`config.mk`:
```
export PLATFORM = sky130hd
export DESIGN_NAME = udp_tx_scheduler
export DESIGN_NICKNAME = d
export VERILOG_FILES = /design/src/rtl/udp_tx_scheduler.sv
export SDC_FILE = /design/constraint.sdc
export NUM_CORES = 1
export LEC_CHECK = 0
export CORE_AREA = 2 2 421 423
export CTS_BUF_LIST = sky130_fd_sc_hd__clkbuf_4 sky130_fd_sc_hd__clkbuf_8
export DETAILED_ROUTE_END_ITERATION = 10
export DIE_AREA = 0 0 423 425
export GPL_TIMING_DRIVEN = 0
export PLACE_DENSITY_LB_ADDON = 0.3
export SLEW_MARGIN = 20
export SYNTH_ARGS = -nofsm -noshare
export SYNTH_HDL_FRONTEND = slang
export SYNTH_SLANG_ARGS = --single-unit
export TNS_END_PERCENT = 5
```
`constraint.sdc`:
```
create_clock -name clk -period 3.9 [get_ports clk]
set_clock_uncertainty 0.05 [all_clocks]
set_input_delay 0.975 -clock clk [delete_from_list [all_inputs] [get_ports clk]]
set_output_delay 0.975 -clock clk [all_outputs]
set_load 0.01 [all_outputs]
```
`src/rtl/udp_tx_scheduler.sv`:
```
// UDP TX scheduler: counts beats into the data FIFO, queues packet lengths (splitting at
// MAX_BEATS) and paces them to the framer with a programmable gap. Optional stats: UDP_SCHED_STATS_EN.
module udp_tx_scheduler #(
  parameter int SWIDTH    = 512,
  parameter int MAX_BEATS = 22,
  parameter int LEN_DEPTH = 16
) (
  input  logic              clk,
  input  logic              reset,
  input  logic [SWIDTH-1:0] AXIS_IN_TDATA,
  input  logic              AXIS_IN_TVALID,
  input  logic              AXIS_IN_TLAST,
  output logic              AXIS_IN_TREADY,
  output logic [SWIDTH-1:0] AXIS_OUT_TDATA,
  output logic              AXIS_OUT_TVALID,
  output logic              AXIS_OUT_TLAST,
  input  logic              AXIS_OUT_TREADY,
  output logic [15:0]       AXIS_LEN_TDATA,
  output logic              AXIS_LEN_TVALID,
  input  logic              AXIS_LEN_TREADY,
  input  logic              TX_DONE,
  input  logic [15:0]       IFG_CYCLES,
  input  logic              ENABLE,
  output logic              LEN_FULL,
  output logic              OVERSPLIT
`ifdef UDP_SCHED_STATS_EN
  ,
  output logic [31:0]       PKT_COUNT,
  output logic [15:0]       SPLIT_COUNT,
  output logic [31:0]       STALL_CYCLES
`endif
);
  localparam int BPB = SWIDTH / 8;
  localparam int AW  = $clog2(LEN_DEPTH);

  typedef enum logic [1:0] {IDLE, ISSUE, BUSY, GAP} state_t;

  state_t      state;
  logic [9:0]  beat_cnt;
  logic [15:0] gap_cnt;
  logic [15:0] mem [LEN_DEPTH];
  logic [AW-1:0] wr_ptr, rd_ptr;
  logic [AW:0] count, count_nxt;
  logic        len_valid, len_full, oversplit;
  logic        last_beat, out_hs, push, pop, forced;
  logic [15:0] push_len;

  assign last_beat = (beat_cnt == 10'(MAX_BEATS - 1));
  assign AXIS_OUT_TDATA  = AXIS_IN_TDATA;
  assign AXIS_OUT_TVALID = AXIS_IN_TVALID & ~len_full & ~reset;
  assign AXIS_IN_TREADY  = AXIS_OUT_TREADY & ~len_full & ~reset;
  assign AXIS_OUT_TLAST  = AXIS_IN_TLAST | last_beat;

  assign out_hs   = AXIS_OUT_TVALID & AXIS_OUT_TREADY;
  assign push     = out_hs & AXIS_OUT_TLAST;
  assign forced   = out_hs & last_beat & ~AXIS_IN_TLAST;
  assign pop      = len_valid & AXIS_LEN_TREADY;
  assign push_len = (16'(beat_cnt) + 16'd1) * 16'(BPB);
  assign count_nxt = count + (AW+1)'(push) - (AW+1)'(pop);

  assign AXIS_LEN_TDATA  = mem[rd_ptr];
  assign AXIS_LEN_TVALID = len_valid;
  assign LEN_FULL        = len_full;
  assign OVERSPLIT       = oversplit;

  always_ff @(posedge clk)
    if (push) mem[wr_ptr] <= push_len;

  always_ff @(posedge clk) begin
    if (reset) begin
      beat_cnt  <= '0;
      wr_ptr    <= '0;
      rd_ptr    <= '0;
      count     <= '0;
      len_full  <= 1'b0;
      oversplit <= 1'b0;
    end else begin
      if (out_hs) beat_cnt <= AXIS_OUT_TLAST ? 10'd0 : beat_cnt + 10'd1;
      if (push)   wr_ptr   <= wr_ptr + AW'(1);
      if (pop)    rd_ptr   <= rd_ptr + AW'(1);
      if (forced) oversplit <= 1'b1;
      count    <= count_nxt;
      len_full <= (count_nxt == (AW+1)'(LEN_DEPTH));
    end
  end

  // One length in flight: the next is held back until the framer reports TX_DONE plus the gap.
  always_ff @(posedge clk) begin
    if (reset) begin
      state     <= IDLE;
      len_valid <= 1'b0;
      gap_cnt   <= '0;
    end else begin
      case (state)
        IDLE: if (ENABLE && count != '0) begin
          state     <= ISSUE;
          len_valid <= 1'b1;
        end
        ISSUE: if (AXIS_LEN_TREADY) begin
          state     <= BUSY;
          len_valid <= 1'b0;
        end
        BUSY: if (TX_DONE) begin
          gap_cnt <= IFG_CYCLES;
          state   <= (IFG_CYCLES != 16'd0) ? GAP : IDLE;
        end
        GAP: begin
          gap_cnt <= gap_cnt - 16'd1;
          if (gap_cnt == 16'd1) state <= IDLE;
        end
        default: state <= IDLE;
      endcase
    end
  end

`ifdef UDP_SCHED_STATS_EN
  always_ff @(posedge clk) begin
    if (reset) begin
      PKT_COUNT    <= '0;
      SPLIT_COUNT  <= '0;
      STALL_CYCLES <= '0;
    end else begin
      if (pop) PKT_COUNT <= PKT_COUNT + 32'd1;
      if (forced && SPLIT_COUNT != 16'hFFFF) SPLIT_COUNT <= SPLIT_COUNT + 16'd1;
      if (AXIS_IN_TVALID && len_full && STALL_CYCLES != 32'hFFFF_FFFF)
        STALL_CYCLES <= STALL_CYCLES + 32'd1;
    end
  end
`else
  // Statistics counters are not built in this configuration.
`endif
endmodule

```
==> flow_metrics.env, run 1 <==
export IMPL_synthAdderAreaFrac=0.0164
export IMPL_seq_area_frac_synth=0.456
export IMPL_fin_setup_tns_ps=0
export IMPL_first_pass_iters=5
export IMPL_setup_viol_count_final=0
export IMPL_netlist_cell_type_count=61
export IMPL_die_y_um=425
export IMPL_synth_compound_area_frac=0.0431
export IMPL_antenna_found_initial=70
export IMPL_antenna_left=0
export IMPL_area_growth_pct=74.6
export IMPL_cp_num_buf_inv=4
export IMPL_cts_setup_buffers=0
export IMPL_synth_seq_cells=208
export IMPL_critPathSlowestCell="clkdlybuf4s50_1"
export IMPL_grt_pass1_vias=10556
export IMPL_critPathArrivalTime_ps=2770
export IMPL_grt_setup_unrepaired="no"
export IMPL_p_int_w=0.00493
export IMPL_grt_max_degree=18
export IMPL_wl_um=101000
export IMPL_leakagePower_nw=7.97
export IMPL_fillCellCount=19906
export IMPL_async_flop_share=0
export IMPL_muxShareOfSynthArea=0.0930
export IMPL_power_switching_w=0.00231
export IMPL_num_vias=10414
export IMPL_grt_overflow_total=0
export IMPL_syn_mean_instance_area_sq_um=11.7
export IMPL_worst_slew_pin_slew_ps=1070
export IMPL_worstPathRequired_ps=2870
export IMPL_drc=0
export IMPL_drt_iter0_markers=573
export IMPL_switching_share=0.319
export IMPL_hp_class="register to register"
export IMPL_multi_input_area_sq_um=2910
export IMPL_maxSlewViolCount=0
export IMPL_core_sq_um=175000
export IMPL_start_kind="primary input"
export IMPL_start_util=0.0721
export IMPL_holdWs_ps=415
export IMPL_die_area_sq_um=180000
export IMPL_grt_use_total=0.106
export IMPL_regArea_sq_um=5770
export IMPL_gp_congestion=1.13
export IMPL_drv_cap=0
export IMPL_path_clk_slew_ps=60
export IMPL_die_width_um=423
export IMPL_h_tree_depth=2
export IMPL_post_dp_hpwl_um=91600
export IMPL_fin_nets=2231
export IMPL_cts_sinks=208
export IMPL_synth_edff_count=160
export IMPL_ir_worst_vdd_uv=181
export IMPL_rows=154
export IMPL_synth_xor_area_frac=0.0104
export IMPL_synth_top_family_by_area="buffers and inverters"
export IMPL_p_seq_frac=0.352
export IMPL_end_kind="output pin"
export IMPL_cts_root_buf="clkbuf_8"
export IMPL_clock_path_buffers=3
export IMPL_cts_tree="built"
export IMPL_drive_gt1_frac=0.393
export IMPL_hold_buffers=0
export IMPL_wire_per_inst_um=25.0
export IMPL_slowest_delay_ps=570
export IMPL_synth_simple_area_share=0.0569
export IMPL_grt_first_pass_wirelength_um=123000
export IMPL_vias_per_cell=2.56
export IMPL_synthCells=1081
export IMPL_portBuffers=551
export IMPL_final_period_utilization=0.974
export IMPL_yosys_warnings=0
export IMPL_hold_viol=0
export IMPL_path_max_fanout=10
export IMPL_clkPwrFrac=0.294
export IMPL_slew_headroom=0.284
export IMPL_fmax_ghz=0.263
export IMPL_numCtsBuffers=35
export IMPL_synthFlopType="edfxtp_1"
export IMPL_layout_commonest_cell="clkdlybuf4s50_1"
export IMPL_power_density_nw_per_um2=328
export IMPL_syn_area_sq_um=12600
export IMPL_p_comb_frac=0.354
export IMPL_clock_latency_ps=550
export IMPL_outcome="completed"
export IMPL_mostFrequentLayoutCells="clkdlybuf4s50_1 (544), buf_4 (522), edfxtp_1 (160)"
export IMPL_cp_top_family="buffers and inverters"
export IMPL_critPathKind="primary input to output pin"
export IMPL_ios=1070
export IMPL_fin_crit_ps=3800
export IMPL_worstPathCellList="clkdlybuf4s50_1, clkbuf_4, clkbuf_4, nor2_2, clkdlybuf4s50_1"
export IMPL_power_w=0.00724
-- area by class of cell --
cell class                 instances  area share
inverter                          22     0.00374
antenna                           16     0.00181
tap                             2340       0.133
multi-input combinational        306       0.132
buffer                           548       0.183
clock inverter                    25      0.0104
sequential                       208       0.261
timing repair buffer             558       0.252
clock buffer                      39      0.0232
-- routing by layer --
layer | GRT usage | vias up | part of all wire
met3 | 0.0812 | 160 | 0.16
met5 | 0.00926 | - | 0.0093
li1 | - | 4483 | -
met1 | 0.122 | 5074 | 0.38
met2 | 0.159 | 621 | 0.43
met4 | 0.0133 | 76 | 0.017
-- cell usage after synthesis, drive strengths merged (3+ instances only) --
library cell	n	area, sq um
o221ai	4	35.0
nor4	8	50.1
clkbuf	23	86.3
o21a	3	22.5
mux2i	5	50.1
nor2	35	131
xnor2	5	43.8
nand2	19	71.3
a31oi	6	37.5
nand3	22	110
dfxtp	48	961
o21ai	11	55.1
nor3	9	45.0
a21oi	17	85.1
a32o	6	60.1
or3	7	51.3
a211oi	4	30.0
xor2	10	87.6
inv	22	82.6
a311oi	3	26.3
mux4	50	1130
a21o	4	30.0
nand4	8	50.1
ha	15	188
edfxtp	160	4800
o311ai	4	35.0
and3	3	18.8
buf	527	3930
and2	5	31.3
nand2b	6	37.5
-- sequential cells by signal (all words and copies together), names as in the netlist, named ones only --
register	cells
beat_cnt	10
AXIS_LEN_TVALID	1
rd_ptr	4
wr_ptr	4
mem	160
count	5
state	2
gap_cnt	16
LEN_FULL	1
OVERSPLIT	1
-- cell families (layout without fill, tap and decap cells) --
family / after synthesis / in the layout
buffers and inverters: 572 / 1192
flip-flops: 208 / 208
AND/OR/NAND/NOR: 137 / 137
AO/OA/AOI/OAI: 77 / 77
multiplexers: 55 / 55
adder cells (fa/ha/maj): 16 / 16
XOR/XNOR: 15 / 15
other: 1 / 22
-- worst paths after layout --
path | from | to | slack (ps) | depth (start not counted)
hold / removal | beat_cnt[8]$_SDFFE_PP0P_ | beat_cnt[8]$_SDFFE_PP0P_ | 420 | 1
setup / recovery | reset | AXIS_OUT_TVALID | 100 | 5
hold reg to reg | beat_cnt[8]$_SDFFE_PP0P_ | beat_cnt[8]$_SDFFE_PP0P_ | 420 | 1
setup reg to reg | beat_cnt[5]$_SDFFE_PP0P_ | LEN_FULL$_SDFF_PP0_ | 420 | 14
-- per-stage QoR --
stage	std cells	worst slack (ps)	utilization	cell area (sq um)
after floorplan	1086	560	-	12700
after global placement	3977	-820	0.120	21100
after detailed placement	3984	-654	0.121	21300
after CTS	4046	4.64	0.126	22000
after global routing	4050	3.99	0.126	22100
final	4062	103	0.126	22100
-- power by group through the flow --
stage / logic, W / clock network (W) / registers (W)
final: 0.00256 / 0.00213 / 0.00255
after global routing: 0.00274 / 0.00230 / 0.00256
after CTS: 0.00260 / 0.00222 / 0.00255
after detailed placement: 0.00259 / 0 / 0.00259
after global placement: 0.00261 / 0 / 0.00259
after floorplan: 0.00137 / 0 / 0.00257
-- what timing repair did --
action,CTS,global route
gates cloned,0,0
resized for setup,26,3
setup endpoints to repair,12,1
endpoints found under the hold margin,0,0
No activity file was read; power rests on OpenSTA's default activity.
==> inputs of run 2 (changes only) <==
Settings changed: PLACE_DENSITY_LB_ADDON 0.3 to unset.
==> run 2 against run 1 <==
Against the previous run: final cell count about the same; non-clock buffer count unchanged; first-iteration DRC count up 14%; critical path depth down 1; die area unchanged; register-to-register slack about the same; via count up 4.8%; sequential power about the same; critical endpoint is now AXIS_LEN_TDATA[7]; sequential share of layout area about the same.
==> flow_metrics.env, run 2 (synthesis results as in run 1) <==
export IMPL_path_clk_slew_ps=70
export IMPL_path_max_fanout=10
export IMPL_outcome="completed"
export IMPL_portBuffers=551
export IMPL_start_kind="register"
export IMPL_worstPathRequired_ps=2870
export IMPL_hold_viol=0
export IMPL_start_util=0.0721
export IMPL_fmax_ghz=0.267
export IMPL_cts_root_buf="clkbuf_8"
export IMPL_fin_nets=2225
export IMPL_wl_um=105000
export IMPL_drc=0
export IMPL_clock_path_buffers=3
export IMPL_area_growth_pct=74.4
export IMPL_layout_commonest_cell="clkdlybuf4s50_1"
export IMPL_gp_congestion=1.34
export IMPL_leakagePower_nw=7.97
export IMPL_hold_buffers=0
export IMPL_critPathArrivalTime_ps=2720
export IMPL_setup_viol_count_final=0
export IMPL_cts_tree="built"
export IMPL_numCtsBuffers=29
export IMPL_grt_pass1_vias=10513
export IMPL_worst_slew_pin_slew_ps=1040
export IMPL_antenna_found_initial=91
export IMPL_vias_per_cell=2.69
export IMPL_final_period_utilization=0.959
export IMPL_regMostFlops="mem"
export IMPL_core_sq_um=175000
export IMPL_final_setup_worst_slack_ps=159
export IMPL_grt_first_pass_wirelength_um=125000
export IMPL_grt_use_total=0.109
export IMPL_grt_overflow_total=0
export IMPL_ir_worst_vdd_uv=207
export IMPL_hp_class="register to register"
export IMPL_mostFrequentLayoutCells="clkdlybuf4s50_1 (540), buf_4 (522), edfxtp_1 (160)"
export IMPL_fillCellCount=19874
export IMPL_grt_setup_unrepaired="yes"
export IMPL_slew_headroom=0.302
export IMPL_drive_gt1_frac=0.390
export IMPL_antenna_left=0
export IMPL_die_area_sq_um=180000
export IMPL_drv_cap=0
export IMPL_clock_latency_ps=590
export IMPL_cts_sinks=208
export IMPL_power_w=0.00719
export IMPL_reg2reg_from="beat_cnt[5]$_SDFFE_PP0P_"
export IMPL_maxSlewViolCount=0
export IMPL_critPathKind="register to output pin"
export IMPL_num_vias=10911
export IMPL_largest_reg_flops=160
export IMPL_place_ws_ps=-776
export IMPL_h_tree_depth=1
export IMPL_wire_per_inst_um=25.9
export IMPL_die_width_um=423
export IMPL_die_y_um=425
export IMPL_grt_max_degree=18
export IMPL_reg_top3="mem: 160 flops, gap_cnt: 16 flops, beat_cnt: 10 flops"
export IMPL_fin_setup_tns_ps=0
export IMPL_ios=1070
export IMPL_rows=154
export IMPL_post_dp_hpwl_um=95700
export IMPL_hp_start="OVERSPLIT$_SDFFE_PP0P_"
export IMPL_first_pass_iters=5
export IMPL_drt_iter0_markers=654
export IMPL_fin_crit_ps=3740
export IMPL_power_density_nw_per_um2=326
export IMPL_end_kind="output pin"
==> run 2: critical path: stages (launching register included) <==
cell and delay [ps]:
dfxtp_2 430, buf_6 220, mux4_2 570, mux4_2 550
dlygate4sd2_1 360
==> run 2: layout make-up <==
cell class / count / area, sq um / area share
clock inverter: 12 / 203 / 0.00919
multi-input combinational: 306 / 2890 / 0.131
buffer: 549 / 4050 / 0.184
sequential: 208 / 5770 / 0.261
clock buffer: 42 / 528 / 0.0239
inverter: 22 / 82.6 / 0.00374
antenna: 25 / 62.6 / 0.00284
tap: 2340 / 2930 / 0.133
timing repair buffer: 557 / 5550 / 0.252
==> run 2: worst paths after layout <==
kind,end,slack (ps),cells past startpoint
max,AXIS_LEN_TDATA[7],160,4
min,OVERSPLIT$_SDFFE_PP0P_,430,1
max reg2reg,LEN_FULL$_SDFF_PP0_,410,14
min reg2reg,OVERSPLIT$_SDFFE_PP0P_,430,1
==> run 2: repair_timing <==
action	in CTS	in global routing
pin swaps	0	0
gates resized for setup	28	1
endpoints found under the setup margin	12	2
buffers inserted	0	0
==> run 2: report_power, final <==
group          total (W)  internal [W]  switching (W)
logic            0.00255       0.00130        0.00125
clock network    0.00208       0.00122       0.000867
registers        0.00255       0.00246      0.0000989
==> run 2: through the flow <==
stage | std cells | hold WS [ps] | utilization | instance area (sq um)
finish | 4061 | 429 | 0.126 | 22100
global route | 4052 | 446 | 0.126 | 22000
CTS | 4036 | 431 | 0.125 | 22000
detailed placement | 3983 | 413 | 0.121 | 21200
global placement | 3977 | 402 | 0.120 | 21100
floorplan | 1086 | 392 | - | 12700
==> run 2: per-layer routing <==
metal,GRT usage,share of wire,vias to the layer above
met4,0.0231,0.022,104
met5,0.0156,0.0091,-
li1,-,-,4481
met2,0.156,0.42,783
met1,0.116,0.35,5365
met3,0.101,0.20,178
